File: src/rtl/knn_k_vote_if.sv
`default_nettype none
// +----------------------------------------------------------------------+
// | knn_k_vote_if : sample-in / result-out handshake bundle for knn_k_vote|
// | Rev 1.0                                                              |
// +----------------------------------------------------------------------+
interface knn_k_vote_if #(
  parameter int DIST_W  = 16,
  parameter int LABEL_W = 3
);
  logic               s_valid;
  logic               s_ready;
  logic [DIST_W-1:0]  s_dist;
  logic [LABEL_W-1:0] s_label;
  logic               s_last;
  logic               m_valid;
  logic               m_ready;
  logic [LABEL_W-1:0] m_class;
  logic [4:0]         m_votes;
  logic [4:0]         m_count;

  modport master (
    output s_valid, s_dist, s_label, s_last, m_ready,
    input  s_ready, m_valid, m_class, m_votes, m_count
  );

  modport slave (
    input  s_valid, s_dist, s_label, s_last, m_ready,
    output s_ready, m_valid, m_class, m_votes, m_count
  );
endinterface
`default_nettype wire

File: src/rtl/knn_k_vote.sv
`default_nettype none
// +----------------------------------------------------------------------+
// | knn_k_vote : streaming K-smallest selector with majority class vote  |
// | Rev 1.0                                                              |
// +----------------------------------------------------------------------+
module knn_k_vote #(
  parameter int DIST_W  = 16,
  parameter int LABEL_W = 3,
  parameter int MAX_K   = 31
) (
  input  wire logic       clk,
  input  wire logic       reset_n,
  input  wire logic [4:0] k_value,
  output logic            busy,
  knn_k_vote_if.slave     bus
);
  localparam int                 NCLASS       = 2**LABEL_W;
  localparam logic [4:0]         C_MAX_K      = 5'(MAX_K);
  localparam logic [LABEL_W-1:0] C_LAST_CLASS = '1;

  typedef enum logic [2:0] {
    ST_IDLE    = 3'd0,
    ST_COLLECT = 3'd1,
    ST_VOTE    = 3'd2,
    ST_ARGMAX  = 3'd3,
    ST_OUT     = 3'd4
  } state_t;

  state_t               state_q, state_d;
  logic                 rdy_en_q;
  logic [4:0]           keff_q, keff_d;
  logic [DIST_W-1:0]    dist_q [MAX_K];
  logic [DIST_W-1:0]    dist_d [MAX_K];
  logic [LABEL_W-1:0]   lab_q  [MAX_K];
  logic [LABEL_W-1:0]   lab_d  [MAX_K];
  logic [MAX_K-1:0]     vld_q, vld_d;
  logic [4:0]           cnt_q  [NCLASS];
  logic [4:0]           cnt_d  [NCLASS];
  logic [4:0]           idx_q, idx_d;
  logic [LABEL_W-1:0]   cls_q, cls_d;
  logic [LABEL_W-1:0]   best_cls_q, best_cls_d;
  logic [4:0]           best_votes_q, best_votes_d;
  logic [4:0]           count_q, count_d;
  logic                 mvalid_q, mvalid_d;

  logic                 w_take;
  logic [4:0]           w_keff_new;
  logic [4:0]           w_keff_use;
  logic [MAX_K-1:0]     w_keep;
  logic [DIST_W-1:0]    w_ins_dist [MAX_K];
  logic [LABEL_W-1:0]   w_ins_lab  [MAX_K];
  logic [MAX_K-1:0]     w_ins_vld;

  assign bus.s_ready = rdy_en_q && (state_q == ST_IDLE || state_q == ST_COLLECT);
  assign bus.m_valid = mvalid_q;
  assign bus.m_class = best_cls_q;
  assign bus.m_votes = best_votes_q;
  assign bus.m_count = count_q;
  assign busy        = (state_q != ST_IDLE);
  assign w_take      = bus.s_valid && bus.s_ready;

  always_comb begin
    w_keff_new = k_value;
    if (k_value == 5'd0)
      w_keff_new = 5'd1;
    else if (k_value > C_MAX_K)
      w_keff_new = C_MAX_K;
  end

  assign w_keff_use = (state_q == ST_IDLE) ? w_keff_new : keff_q;

  // Valid entries form a sorted prefix, so the "keep in place" mask is a prefix too;
  // the new sample lands on the first slot outside it, the rest shift up by one.
  always_comb begin
    for (int i = 0; i < MAX_K; i++)
      w_keep[i] = vld_q[i] && (dist_q[i] <= bus.s_dist);
    w_ins_dist[0] = w_keep[0] ? dist_q[0] : bus.s_dist;
    w_ins_lab[0]  = w_keep[0] ? lab_q[0]  : bus.s_label;
    w_ins_vld[0]  = 1'b1;
    for (int i = 1; i < MAX_K; i++) begin
      if (w_keep[i]) begin
        w_ins_dist[i] = dist_q[i];
        w_ins_lab[i]  = lab_q[i];
        w_ins_vld[i]  = 1'b1;
      end else if (w_keep[i-1]) begin
        w_ins_dist[i] = bus.s_dist;
        w_ins_lab[i]  = bus.s_label;
        w_ins_vld[i]  = 1'b1;
      end else begin
        w_ins_dist[i] = dist_q[i-1];
        w_ins_lab[i]  = lab_q[i-1];
        w_ins_vld[i]  = vld_q[i-1];
      end
    end
    for (int i = 0; i < MAX_K; i++)
      if (5'(i) >= w_keff_use) w_ins_vld[i] = 1'b0;
  end

  always_comb begin
    state_d      = state_q;
    keff_d       = keff_q;
    dist_d       = dist_q;
    lab_d        = lab_q;
    vld_d        = vld_q;
    cnt_d        = cnt_q;
    idx_d        = idx_q;
    cls_d        = cls_q;
    best_cls_d   = best_cls_q;
    best_votes_d = best_votes_q;
    count_d      = count_q;
    mvalid_d     = mvalid_q;
    case (state_q)
      ST_IDLE, ST_COLLECT: begin
        if (w_take) begin
          dist_d = w_ins_dist;
          lab_d  = w_ins_lab;
          vld_d  = w_ins_vld;
          idx_d  = 5'd0;
          if (state_q == ST_IDLE) keff_d = w_keff_new;
          state_d = bus.s_last ? ST_VOTE : ST_COLLECT;
        end
      end
      ST_VOTE: begin
        if (vld_q[idx_q]) begin
          cnt_d[lab_q[idx_q]] = cnt_q[lab_q[idx_q]] + 5'd1;
          count_d             = count_q + 5'd1;
        end
        if (idx_q == keff_q - 5'd1) begin
          cls_d   = '0;
          state_d = ST_ARGMAX;
        end else begin
          idx_d = idx_q + 5'd1;
        end
      end
      ST_ARGMAX: begin
        // Strict compare: ties resolve to the lowest class index.
        if (cnt_q[cls_q] > best_votes_q) begin
          best_cls_d   = cls_q;
          best_votes_d = cnt_q[cls_q];
        end
        if (cls_q == C_LAST_CLASS)
          state_d = ST_OUT;
        else
          cls_d = cls_q + 1'b1;
      end
      ST_OUT: begin
        if (!mvalid_q) begin
          mvalid_d = 1'b1;
        end else if (bus.m_ready) begin
          mvalid_d     = 1'b0;
          vld_d        = '0;
          for (int c = 0; c < NCLASS; c++) cnt_d[c] = 5'd0;
          best_cls_d   = '0;
          best_votes_d = 5'd0;
          count_d      = 5'd0;
          state_d      = ST_IDLE;
        end
      end
      default: state_d = ST_IDLE;
    endcase
  end

  always_ff @(posedge clk or negedge reset_n) begin
    if (!reset_n) begin
      state_q      <= ST_IDLE;
      rdy_en_q     <= 1'b0;
      keff_q       <= 5'd1;
      vld_q        <= '0;
      idx_q        <= 5'd0;
      cls_q        <= '0;
      best_cls_q   <= '0;
      best_votes_q <= 5'd0;
      count_q      <= 5'd0;
      mvalid_q     <= 1'b0;
      for (int i = 0; i < MAX_K; i++) begin
        dist_q[i] <= '0;
        lab_q[i]  <= '0;
      end
      for (int c = 0; c < NCLASS; c++) cnt_q[c] <= 5'd0;
    end else begin
      state_q      <= state_d;
      rdy_en_q     <= 1'b1;
      keff_q       <= keff_d;
      dist_q       <= dist_d;
      lab_q        <= lab_d;
      vld_q        <= vld_d;
      cnt_q        <= cnt_d;
      idx_q        <= idx_d;
      cls_q        <= cls_d;
      best_cls_q   <= best_cls_d;
      best_votes_q <= best_votes_d;
      count_q      <= count_d;
      mvalid_q     <= mvalid_d;
    end
  end
endmodule
`default_nettype wire

File: src/flat_wrapper.sv
// flat-port wrapper written by rule: the top's interface ports become plain ports
module knn_k_vote_flat 
#(
  parameter int DIST_W  = 16,
  parameter int LABEL_W = 3,
  parameter int MAX_K   = 31
)
  (clk, reset_n, k_value, busy, bus_s_valid, bus_s_dist, bus_s_label, bus_s_last, bus_m_ready, bus_s_ready, bus_m_valid, bus_m_class, bus_m_votes, bus_m_count);
  knn_k_vote_if #(.DIST_W(DIST_W), .LABEL_W(LABEL_W)) bus_i ();
  input  wire logic clk;
  input  wire logic reset_n;
  input  wire logic [4:0] k_value;
  output logic busy;
  input wire logic [$bits(bus_i.s_valid)-1:0] bus_s_valid;
  input wire logic [$bits(bus_i.s_dist)-1:0] bus_s_dist;
  input wire logic [$bits(bus_i.s_label)-1:0] bus_s_label;
  input wire logic [$bits(bus_i.s_last)-1:0] bus_s_last;
  input wire logic [$bits(bus_i.m_ready)-1:0] bus_m_ready;
  output wire logic [$bits(bus_i.s_ready)-1:0] bus_s_ready;
  output wire logic [$bits(bus_i.m_valid)-1:0] bus_m_valid;
  output wire logic [$bits(bus_i.m_class)-1:0] bus_m_class;
  output wire logic [$bits(bus_i.m_votes)-1:0] bus_m_votes;
  output wire logic [$bits(bus_i.m_count)-1:0] bus_m_count;
  assign bus_i.s_valid = bus_s_valid;
  assign bus_i.s_dist = bus_s_dist;
  assign bus_i.s_label = bus_s_label;
  assign bus_i.s_last = bus_s_last;
  assign bus_i.m_ready = bus_m_ready;
  assign bus_s_ready = bus_i.s_ready;
  assign bus_m_valid = bus_i.m_valid;
  assign bus_m_class = bus_i.m_class;
  assign bus_m_votes = bus_i.m_votes;
  assign bus_m_count = bus_i.m_count;
  knn_k_vote #(.DIST_W(DIST_W), .LABEL_W(LABEL_W), .MAX_K(MAX_K)) u_core (.clk(clk), .reset_n(reset_n), .k_value(k_value), .busy(busy), .bus(bus_i));
endmodule
File: config.mk
export PLATFORM = sky130hd
export DESIGN_NAME = knn_k_vote_flat
export DESIGN_NICKNAME = d
export VERILOG_FILES = /design/src/rtl/knn_k_vote_if.sv /design/src/rtl/knn_k_vote.sv /design/src/flat_wrapper.sv
export SDC_FILE = /design/constraint.sdc
export NUM_CORES = 2
export LEC_CHECK = 0
export BUFFER_PORTS_ARGS = -buffer_cell sky130_fd_sc_hd__buf_2
export CORE_AREA = 2 2 194 339
export DETAILED_ROUTE_END_ITERATION = 10
export DIE_AREA = 0 0 196 341
export GPL_TIMING_DRIVEN = 0
export HOLD_SLACK_MARGIN = 0.03
export PLACE_DENSITY_LB_ADDON = 0.2
export SLEW_MARGIN = 20
export SYNTH_ARGS = -nofsm -noshare
export SYNTH_HDL_FRONTEND = slang
export SYNTH_SLANG_ARGS = --single-unit
File: constraint.sdc
create_clock -name clk -period 6.84 [get_ports clk]
set_input_delay 0.684 -clock clk [delete_from_list [all_inputs] [get_ports clk]]
set_output_delay 0.684 -clock clk [all_outputs]
set_load 0.02 [all_outputs]
==> run metrics <==
worst-margin pin slew=1.26 ns; worst-path fanout max=11; final global-route overflow total=0; die outline width=196 um; Final Power=17.6 mW; final setup violation count=0; Async SR Flop Fraction=1.00; post-layout net count=5405; # resized after CTS=0; die area=66800 um^2; FP Rows=123; PwrDens=359 nW/um^2; max_slew headroom=0.139; status=finished, final reports clean; Layout Skew=0.0231 ns; reported leakage power=23.6 nW; library cells used by synthesis=79; die boundary height=341 um; required arrival time at the worst endpoint=7.41 ns; number of maximum-capacitance violations=0; routed via count=39700; area taken by multi-input logic gates=25700 um^2; Syn Inst Count=4724; class of the most critical setup path=reg2reg; Hold Path Class=in2reg; gr usage total=0.491; fillers=4655; via count of the first global-routing pass=40000; TritonCTS clock tree=done; number of enable flip-flop cells after synthesis=0; DR DRC count=0; number of buffers added for setup after CTS=0; share of synthesized area occupied by flip-flops and latches=0.389; Hold Violations, Final=0; clock network latency to the later pin of the worst-skew pair=0.64 ns; core region area=64000 um^2; footprint of the flip-flops and latches=17300 um^2; post-route standard cell area excluding fillers=49000 um^2; wire length of the first global-routing pass=242000 um; DP Area=46500 um^2; pin count of the biggest net entering global routing=100; maximum level of the CTS H-tree=3; startpoint types=flop; clock slew seen by the registers of the worst setup and hold paths=0.07 ns; minimum setup slack in the final design=2.16 ns; Final Max Tran Viols=0; Syn Area/Cell=9.42 um^2; post-route minimum period=4.68 ns; CTS Hold Buffers Added=1; minimum hold slack=0.377 ns; half-perimeter wire length after detailed placement=117000 um; routability congestion estimate=1.06; initial antenna violation count=12; total length of routed wires=161000 um; IO Port Bufs=44; Tcrit/Tclk final=0.684; peak ir drop on the vdd network=0.307 mV; clk sinks=691; maximum clock frequency=214 MHz; CTS buffer count=68; worst slack at placement=1.92 ns; Top Ports=45; CTS Root Buffer Type=sky130_fd_sc_hd__clkbuf_16; Crit path arrival time=5.25 ns; starting density of the core=0.695; fraction of final layout cells with drive strength greater than 1=0.0740; starting DRC count in detailed routing=3575; flop and latch count out of synthesis=691; Crit. End Element=flop; buffers from clock root to sink, at most=3; area overhead of the layout relative to synthesis=10.1%; post-route ant nets=0; Mapped Area=44500 um^2; WL/cell=28.1 um; net count after synthesis=5260; Syn. warnings=0; via count normalized by instance count=6.91; total iterations of the first detailed-routing run=9; RSZ-0062 raised after global routing=false; prevailing post-synth register cell=sky130_fd_sc_hd__dfrtp_1
-- final timing paths --
check                           cells after the start  slack, ns                      startpoint                              to
worst max-delay path                                9       2.16   u_core.state_q[2]$_DFFE_PN0P_     u_core.vld_q[4]$_DFFE_PN0P_
worst min-delay path                                3       0.38                      bus_s_last   u_core.state_q[1]$_DFFE_PN0P_
worst max register to register                      9       2.16   u_core.state_q[2]$_DFFE_PN0P_     u_core.vld_q[4]$_DFFE_PN0P_
worst min register to register                      2       0.48  u_core.dist_q[192]$_DFFE_PN0P_  u_core.dist_q[192]$_DFFE_PN0P_
max in group asynchronous                           5       4.58                         reset_n  u_core.dist_q[470]$_DFFE_PN0P_
min in group asynchronous                           2       0.53                         reset_n  u_core.dist_q[115]$_DFFE_PN0P_
-- routing by layer --
| layer | global-route usage | routed length, um | vias to the layer above |
|---|---|---|---|
| met4 | 0.524 | 21000 | 4 |
| met1 | 0.508 | 51800 | 19000 |
| met2 | 0.768 | 72600 | 2357 |
| met5 | 0 | 28 | - |
| li1 | - | - | 17300 |
| met3 | 0.142 | 15900 | 998 |
-- sequential cells by signal, indices dropped and copies added (netlist names) --
| register | count |
|---|---|
| u_core.bus.m_class | 3 |
| u_core.bus.m_count | 5 |
| u_core.bus.m_valid | 1 |
| u_core.bus.m_votes | 5 |
| u_core.cls_q | 3 |
| u_core.cnt_q | 40 |
| u_core.dist_q | 496 |
| u_core.idx_q | 5 |
| u_core.keff_q | 5 |
| u_core.lab_q | 93 |
| u_core.rdy_en_q | 1 |
| u_core.state_q | 3 |
| u_core.vld_q | 31 |
-- cell usage after synthesis, types with 24 or more instances --
master                     count  share of area
sky130_fd_sc_hd__inv_1        84         0.0071
sky130_fd_sc_hd__mux2_1       47          0.012
sky130_fd_sc_hd__ha_1        507           0.14
sky130_fd_sc_hd__buf_1        36         0.0030
sky130_fd_sc_hd__nand2_1     547          0.046
sky130_fd_sc_hd__nand3_1      25         0.0028
sky130_fd_sc_hd__a21oi_1     471          0.053
sky130_fd_sc_hd__o21ai_0      96          0.011
sky130_fd_sc_hd__nor2b_1      37         0.0052
sky130_fd_sc_hd__a21o_1      174          0.029
sky130_fd_sc_hd__dfrtp_1     690           0.39
sky130_fd_sc_hd__mux2i_1     430          0.097
sky130_fd_sc_hd__mux2_2       24         0.0061
sky130_fd_sc_hd__o21a_1       57         0.0096
sky130_fd_sc_hd__mux4_2       39          0.020
sky130_fd_sc_hd__o21ai_1     416          0.047
sky130_fd_sc_hd__clkbuf_1    231          0.019
sky130_fd_sc_hd__nand4_1     108          0.015
sky130_fd_sc_hd__nor2_1      410          0.035
-- through the flow --
stage,TNS (ns),std cells,utilization
2_1_floorplan,0,4724,-
3_3_place_gp,-6300.66,5580,0.714
3_5_place_dp,0,5609,0.726
4_1_cts,0,5732,0.764
5_1_grt,0,5733,0.764
6_report,0,5748,0.765
-- layout make-up --
cell class                      count  share of cell area
Antenna cell                       15            0.000766
Multi-Input combinational cell   3656               0.525
Inverter                           85             0.00652
Timing Repair Buffer               75              0.0186
Buffer                            292              0.0259
Sequential cell                   691               0.353
Clock inverter                     27             0.00784
Tap cell                          812              0.0207
Clock buffer                       95              0.0412
-- logic make-up (layout without fill, tap and decap cells) --
family | Yosys count | after routing | synth area share
other cells | 1 | 16 | 0.0000843
mux | 542 | 542 | 0.135
flops | 691 | 691 | 0.389
fa+ha+maj | 507 | 507 | 0.143
buf+inv | 377 | 574 | 0.0335
xor+xnor | 12 | 12 | 0.00295
compound gates | 1362 | 1362 | 0.177
simple gates | 1232 | 1232 | 0.120
-- worst max-delay path: stages, from the launching register on --
cell                       delay [ns]
sky130_fd_sc_hd__dfrtp_1         0.36
sky130_fd_sc_hd__clkbuf_1        0.20
sky130_fd_sc_hd__nor3b_1         0.49
sky130_fd_sc_hd__and2_1          0.70
sky130_fd_sc_hd__clkbuf_2        0.73
sky130_fd_sc_hd__clkbuf_2        0.67
sky130_fd_sc_hd__clkbuf_1        0.56
sky130_fd_sc_hd__clkbuf_1        0.55
sky130_fd_sc_hd__o221ai_1        0.23
sky130_fd_sc_hd__nand2_1         0.10
-- power breakdown --
part	switching (mW)	total (mW)	internal (mW)
Clock	1.72	4.13	2.41
Sequential	1.27	6.54	5.27
Combinational	4.01	6.92	2.90
Total	7.00	17.6	10.6
-- layout by cell type, fill, tap and decap left out, types with 19 or more instances in the layout --
cell type                   count
sky130_fd_sc_hd__o21ai_0       96
sky130_fd_sc_hd__a21o_1       174
sky130_fd_sc_hd__mux2_1        47
sky130_fd_sc_hd__o21a_1        57
sky130_fd_sc_hd__a22o_1        21
sky130_fd_sc_hd__inv_1         84
sky130_fd_sc_hd__mux2i_1      430
sky130_fd_sc_hd__clkbuf_2      35
sky130_fd_sc_hd__clkbuf_16     71
sky130_fd_sc_hd__nand2_1      547
sky130_fd_sc_hd__nor2_1       410
sky130_fd_sc_hd__o211ai_1      19
sky130_fd_sc_hd__a21oi_1      471
sky130_fd_sc_hd__dfrtp_1      690
sky130_fd_sc_hd__buf_2         60
sky130_fd_sc_hd__nor2b_1       37
sky130_fd_sc_hd__mux2_2        24
sky130_fd_sc_hd__nand3_1       25
sky130_fd_sc_hd__nand2b_1      22
sky130_fd_sc_hd__mux4_2        39
sky130_fd_sc_hd__buf_1         36
sky130_fd_sc_hd__ha_1         507
sky130_fd_sc_hd__o21ai_1      416
sky130_fd_sc_hd__nand4_1      108
sky130_fd_sc_hd__clkbuf_1     190
Note: power is estimated with default switching activity, not from simulation.
